File: config.mk
export PLATFORM = sky130hd
export DESIGN_NAME = fetch_stage
export DESIGN_NICKNAME = d
export VERILOG_FILES = /design/src/rtl/fetch_stage.sv
export SDC_FILE = /design/constraint.sdc
export NUM_CORES = 1
export LEC_CHECK = 0
export ABC_AREA = 1
export BUFFER_PORTS_ARGS = -buffer_cell sky130_fd_sc_hd__buf_2
export CAP_MARGIN = 0
export CORE_ASPECT_RATIO = 1.4
export CORE_MARGIN = 4
export CORE_UTILIZATION = 54
export DETAILED_ROUTE_END_ITERATION = 6
export MAX_ROUTING_LAYER = met4
export PLACE_DENSITY = 0.93
export SLEW_MARGIN = 20
export SYNTH_ARGS = -nofsm -noshare
export SYNTH_HDL_FRONTEND = slang
export SYNTH_SLANG_ARGS = --single-unit
File: constraint.sdc
create_clock -name clk -period 2.9 [get_ports clk]
set_clock_uncertainty 0.2 [all_clocks]
set_input_delay 0.145 -clock clk [delete_from_list [all_inputs] [get_ports clk]]
set_output_delay 0.145 -clock clk [all_outputs]
set_load 0.05 [all_outputs]
File: src/rtl/fetch_stage.sv
// -----------------------------------------------------------------------------
// fetch_stage
//
// Instruction fetch stage of the single-issue core. Owns the program counter,
// issues one instruction-memory request at a time over a request/grant/response
// handshake and holds the returned word until the consumer retires it. While
// nothing is held, the instruction outputs carry NOP_INST so that downstream
// control decodes a harmless operation.
//
// Parameters
//   RESET_PC     first fetch address after reset (word aligned)
//   NOP_INST     word presented while no instruction is held
//
// Ports
//   clk          core clock, rising edge
//   rst          asynchronous, active-low reset
//   imem_req     fetch request, held until granted
//   imem_addr    fetch address, stable while imem_req=1
//   imem_gnt     memory accepts the request this cycle
//   imem_rvalid  read data valid
//   imem_rdata   read data
//   inst         held instruction word (NOP_INST when inst_valid=0)
//   opcode       inst[6:2]
//   func3        inst[14:12]
//   func7        inst[31:25]
//   pc           address of the held instruction
//   pc_p4        pc + 4, wrapping
//   inst_valid   inst holds a fetched word
//   retire       consumer finished the held instruction
//   stall        consumer busy; blocks retire
//   redirect     taken branch/jump, only honoured with an accepted retire
//   target       redirect address, low two bits forced to zero
//   retired_cnt  number of accepted retires, wrapping
// -----------------------------------------------------------------------------
module fetch_stage #(
  parameter logic [31:0] RESET_PC = 32'h0000_0000,
  parameter logic [31:0] NOP_INST = 32'h0000_0013
) (
  input  logic        clk,
  input  logic        rst,
  output logic        imem_req,
  output logic [31:0] imem_addr,
  input  logic        imem_gnt,
  input  logic        imem_rvalid,
  input  logic [31:0] imem_rdata,
  output logic [31:0] inst,
  output logic [4:0]  opcode,
  output logic [2:0]  func3,
  output logic [6:0]  func7,
  output logic [31:0] pc,
  output logic [31:0] pc_p4,
  output logic        inst_valid,
  input  logic        retire,
  input  logic        stall,
  input  logic        redirect,
  input  logic [31:0] target,
  output logic [31:0] retired_cnt
);

  typedef enum logic [1:0] {
    S_IDLE = 2'd0,
    S_REQ  = 2'd1,
    S_WAIT = 2'd2,
    S_HOLD = 2'd3
  } state_t;

  state_t      r_state;
  state_t      w_state_nxt;
  logic [31:0] r_fetch_pc;
  logic [31:0] r_pc;
  logic [31:0] r_inst;
  logic [31:0] r_retired_cnt;

  logic        w_accept;
  logic        w_capture;
  logic        w_imem_req;
  logic        w_inst_valid;
  logic [31:0] w_pc_p4;
  logic [31:0] w_redir_pc;

  // A retire only counts in HOLD and while the consumer is not stalled.
  assign w_accept   = (r_state == S_HOLD) && retire && !stall;
  // Responses outside WAIT (reset, IDLE, REQ) are dropped.
  assign w_capture  = (r_state == S_WAIT) && imem_rvalid;
  assign w_pc_p4    = r_pc + 32'd4;
  assign w_redir_pc = target & 32'hFFFF_FFFC;

  always_ff @(posedge clk or negedge rst) begin
    if (!rst) begin
      r_state <= S_IDLE;
    end else begin
      r_state <= w_state_nxt;
    end
  end

  always_comb begin
    w_state_nxt  = r_state;
    w_imem_req   = 1'b0;
    w_inst_valid = 1'b0;
    case (r_state)
      S_IDLE: begin
        w_state_nxt = S_REQ;
      end
      S_REQ: begin
        w_imem_req = 1'b1;
        if (imem_gnt) begin
          w_state_nxt = S_WAIT;
        end
      end
      S_WAIT: begin
        if (imem_rvalid) begin
          w_state_nxt = S_HOLD;
        end
      end
      S_HOLD: begin
        w_inst_valid = 1'b1;
        if (w_accept) begin
          w_state_nxt = S_REQ;
        end
      end
      default: begin
        w_state_nxt = S_IDLE;
      end
    endcase
  end

  always_ff @(posedge clk or negedge rst) begin
    if (!rst) begin
      r_fetch_pc    <= RESET_PC;
      r_pc          <= RESET_PC;
      r_inst        <= NOP_INST;
      r_retired_cnt <= 32'd0;
    end else begin
      if (w_capture) begin
        r_inst <= imem_rdata;
        r_pc   <= r_fetch_pc;
      end
      if (w_accept) begin
        r_fetch_pc    <= redirect ? w_redir_pc : w_pc_p4;
        r_retired_cnt <= r_retired_cnt + 32'd1;
        // Drop back to the NOP so nothing stale is decoded during the refetch.
        r_inst        <= NOP_INST;
      end
    end
  end

  assign imem_req    = w_imem_req;
  assign imem_addr   = r_fetch_pc;
  assign inst        = r_inst;
  assign opcode      = r_inst[6:2];
  assign func3       = r_inst[14:12];
  assign func7       = r_inst[31:25];
  assign pc          = r_pc;
  assign pc_p4       = w_pc_p4;
  assign inst_valid  = w_inst_valid;
  assign retired_cnt = r_retired_cnt;

endmodule

== Word level (Yosys, flattened, before mapping) ==
Index checks and enable logic that the tools add are counted.
Word-level totals
  latch bits: 0
  word-level logic and storage cells: 29
  memories kept: 0
  register bits after elaboration: 130
  output and inout port bits: 177
  RAM bits: 0
  ROM bits: 0
  input bits: 71
Operators by class
  order comparisons: 0
  bitwise logic cells: 0
  equality and inequality tests: 6
  add/subtract/negate cells: 2
  mux-type cells: 9
  div/mod/pow operators: 0
  shift operators: 0
  multiply operators: 0
  reduce and logical (&&, ||, !) cells: 7
Operators by type and width (count)
  32-bit two-way mux: 3
  32-bit by 1-bit adder with 32-bit output, second input constant: 1
  32-bit by 3-bit adder with 32-bit output, second input constant: 1
  2-bit one-hot mux with 4 select lines: 1
  2-bit two-way mux: 3
  2-bit inequality test, second input constant: 3
  2-bit equality test, second input constant: 2
  1-bit logical AND: 3
  3-bit AND reduction: 1
  2-bit by 1-bit equality test with 1-bit output, second input constant: 1
  2-bit logical NOT: 1
  1-bit two-way mux: 2
  2-bit nonzero test: 1
  1-bit logical NOT: 1

== Longest topological paths before layout ==
  word-level depth: 5
  mapped depth: 10
  depth with buffers taken out: 10

== Worst setup path after synthesis ==
Ideal clock, no wire load.
  path type: register -> register
  from: reg r_pc[2], in the netlist pc[2]
  to: reg r_fetch_pc[9], in the netlist imem_addr[9]
  library setup time: 87 ps
  arrival time: 2552 ps
  buffers on the path: 0
  slack: 61 ps
  data required time: 2613 ps
  period minus slack after synthesis: 2839 ps
  cell stages (with the launch flop): 7
  cells stage by stage: dfrtp_1 inv_1 nor2_4 nand2_2 xnor2_1 nand2_1 a22oi_1
Between the ends
  cells in the longest elaborated chain, start to end: 2
RTL lines
  start, declared: line 70  | logic [31:0] r_pc;
  start signal, assigned: line 136  | r_pc <= r_fetch_pc;
  32-bit by 3-bit adder with 32-bit output: line 85  | assign w_pc_p4 = r_pc + 32'd4;
  net pc_p4[9]: line 51  | output logic [31:0] pc_p4,
  32-bit two-way mux: line 139  | r_fetch_pc <= redirect ? w_redir_pc : w_pc_p4;
  end signal, assigned: line 139
  end, declared: line 69  | logic [31:0] r_fetch_pc;
The timed path passes the listed nets, and every way through them passes these cells.
A chain may end at the register's enable or synchronous reset.

== Worst setup path after layout ==
  from: reg r_pc[2], in the netlist pc[2]
  to: out pc_p4[16]
Between the ends
  cells in the longest elaborated chain, start to end: 1
RTL lines (line)
  32-bit by 3-bit adder with 32-bit output: 85
  end, declared: 51
No other way between the ends.

==> reports/results.txt <==
peak fanout along the critical path: 6
final core utilization: 75.5%
setup slack, reg-to-reg: 290 ps
cell count after synthesis: 916
net count after synthesis: 992
ranking of synthesized cells by area: dfrtp_1 (47%), nand2_1 (19%), nor2_1 (5.9%)
Boundary Pins: 248
H-tree levels: 4
final-stage net count: 1,287
Highest Signal Layer: met4
CTS resizes: 0
Clk pin slew, worst setup/hold paths: 60 ps
worst reg2reg endpoint: r_state[0]$_DFFE_PN0P_
Tot GR Track Use: 33.5%
mapped cell area: 6830 µm²
achievable frequency: 0.383 GHz
Slew headroom: 37.9%
Post-CTS Setup Repair Bufs: 0
fraction of post-synthesis cell area in the top cell type by area: 46.5%
detailed placer's ending HPWL: 15.3 mm
area delta synth->final: 36.8%
Worst Hold Depth: 5
remaining global-route overflow: 0
die area: 14,500 µm²
mean number of vias per cell: 5.44
standby leakage power: 4.81 nW
die outline height: 141 µm
fraction of the cycle the final worst path needs: 90.1%
DRC violations left: 0
largest net degree at the start of global routing: 64
antenna diode count: 0
critical path launch point type: register
post-route ant nets: 0
end point of the most critical hold path: retired_cnt[1]$_DFFE_PN0P_
Max-cap violations: 0
clk sink count: 130
maximum count of clock buffers along a single path: 2
Worst EP arrival: 2270 ps
flip-flop cell with the highest count after synthesis: dfrtp_1
detailed-routed wire length on met3: 2.22 mm
port buffer count: 245
number of buffers inserted during clock tree synthesis: 17
RSZ-0062 raised after global routing: false
P per Cell Area: 1220 nW/µm²
RD Place Congestion: 0.947
Setup TNS Final: 0 ps
commonest cells in the synthesized netlist: nand2_1 (345), dfrtp_1 (127), nor2_1 (108)
class of the most critical hold timing path: in -> reg
final period demand of the worst path: 2610 ps
Core Box Area: 12,400 µm²
synthesized area per cell: 7.46 µm²
count of warnings emitted by yosys: 0
endpoints failing hold: 0
most repeated cell in the gate-level netlist after synthesis: nand2_1
Reg2Reg Launch Point: r_state[1]$_DFFE_PN0P_
path type of the worst setup path: reg -> out
share of cells above drive strength 1: 25.2%
outcome: completed
wire length of the first global-routing pass: 36.9 mm
TritonCTS clock tree: done
sum of internal, switching and leakage power: 11.4 mW
actual slew at the worst max-slew pin: 929 ps
number of synthesized flops with an enable pin: 0
root cell of the clock tree: clkbuf_16
antenna violations before repair: 0
final setup violation count: 0
clock insertion delay at the later pin of the skew report: 410 ps
Rows: 48
number of cells on the worst reg-to-reg path: 8
DR iter-0 viols: 491
wire length on met1: 8.05 mm
number of global-route vias before repair: 7,542
Yosys cell types: 31
max-slew violation total from the final report: 0
per-cell routed wire length: 16.9 µm
Min-Delay Startpoint: stall
total of flip-flops plus latches after synthesis: 130
async set or reset register ratio after synthesis: 100%
required time reported for the critical path endpoint: 2560 ps
Worst setup EP type: output port
total length of routed wires: 23.2 mm
largest voltage drop on the vdd net: 0.599 mV
starting utilization of the core area: 55.2%
Detail Route met2 WL: 11.5 mm
via count of the routed design: 7,469
die boundary width: 103 µm
Yosys top cell by area: dfrtp_1
Initial DRT Pass Iterations: 7
register area share after synthesis: 47.7%
-- cells by family after synthesis --
group / Yosys count / synth area share (%)
and+or+nand+nor: 542 / 32.8
DFF: 130 / 47.7
adders and majority gates: 5 / 0.916
AOI/OAI and AO/OA: 103 / 7.95
buffers and inverters: 109 / 7.14
xor gates and xnor gates: 27 / 3.46
-- power breakdown --
group / internal [mW] / switching (mW)
Sequential: 2.47 / 0.665
Combinational: 1.33 / 4.89
Clock: 1.20 / 0.825
-- cell usage in the layout, fill, tap and decap left out, types with 5 or more instances in the layout --
master and instances:
nor2_1 108, clkbuf_16 17, a22oi_1 5, buf_2 244
nand3_1 46, a21oi_1 55, xnor2_1 15, xor2_1 12
nor2_4 5, nand3b_1 9, nand4_1 5, clkinvlp_4 5
dfrtp_1 127, dlygate4sd3_1 69, and2_1 7, o21ai_0 37
nand2_1 344, nor2_2 6, inv_1 59, buf_4 7
ha_1 5
-- per-stage QoR --
stage	area, µm²	hold slack (ps)	cells	worst slack (ps)
floorplan	6830	-351	916	60.9
global placement	8100	-38.6	1273	748
detailed placement	8100	-35.1	1273	728
CTS	9340	17.9	1374	300
global route	9340	59.7	1374	72.0
finish	9340	36.4	1374	286
-- registers in the layout, indices dropped and copies added (netlist names) --
signal       count
pc              32
retired_cnt     32
r_state          2
imem_addr       32
inst            32
-- critical path, stage by stage, from the launching register on --
cell and delay (ps):
dfrtp_1 410, ha_1 210, nand2_1 100, nor2_4 200, nand2_1 160, nor2_1 280, nand2_1 120, and2_1 190
buf_2 210
-- worst max-delay path by stage --
stage / end / slack, ps / from / depth (start not counted)
finish: pc_p4[16] / 290 / pc[2]$_DFFE_PN0P_ / 8
global route: pc_p4[30] / 70 / pc[2]$_DFFE_PN0P_ / 9
CTS: pc_p4[16] / 300 / pc[2]$_DFFE_PN0P_ / 8
detailed placement: retired_cnt[31]$_DFFE_PN0P_ / 730 / r_state[0]$_DFFE_PN0P_ / 8
global placement: retired_cnt[23]$_DFFE_PN0P_ / 750 / r_state[0]$_DFFE_PN0P_ / 8
floorplan: imem_addr[9]$_DFFE_PN0P_ / 60 / pc[2]$_DFFE_PN0P_ / 6
-- area by class of cell --
class                           instances  area, µm²
Tap cell                              150        188
Timing Repair Buffer                  323       2020
Clock buffer                           19        443
Inverter                               62        233
Fill cell                             841       3030
Sequential cell                       130       3260
Multi-Input combinational cell        677       3090
Clock inverter                         13        114
-- metal layers --
| metal | global-route usage, % | vias up |
|---|---|---|
| met5 | - | - |
| met4 | 19.9 | 0 |
| met3 | 8.02 | 136 |
| met2 | 54.2 | 467 |
| met1 | 36.9 | 3402 |
| li1 | - | 3464 |
-- repair_timing --
item	4_1_cts	5_1_grt
hold endpoints to repair	125	0
hold buffers	69	0
endpoints found under the setup margin	0	0
Note: power is estimated with default switching activity, not from simulation.
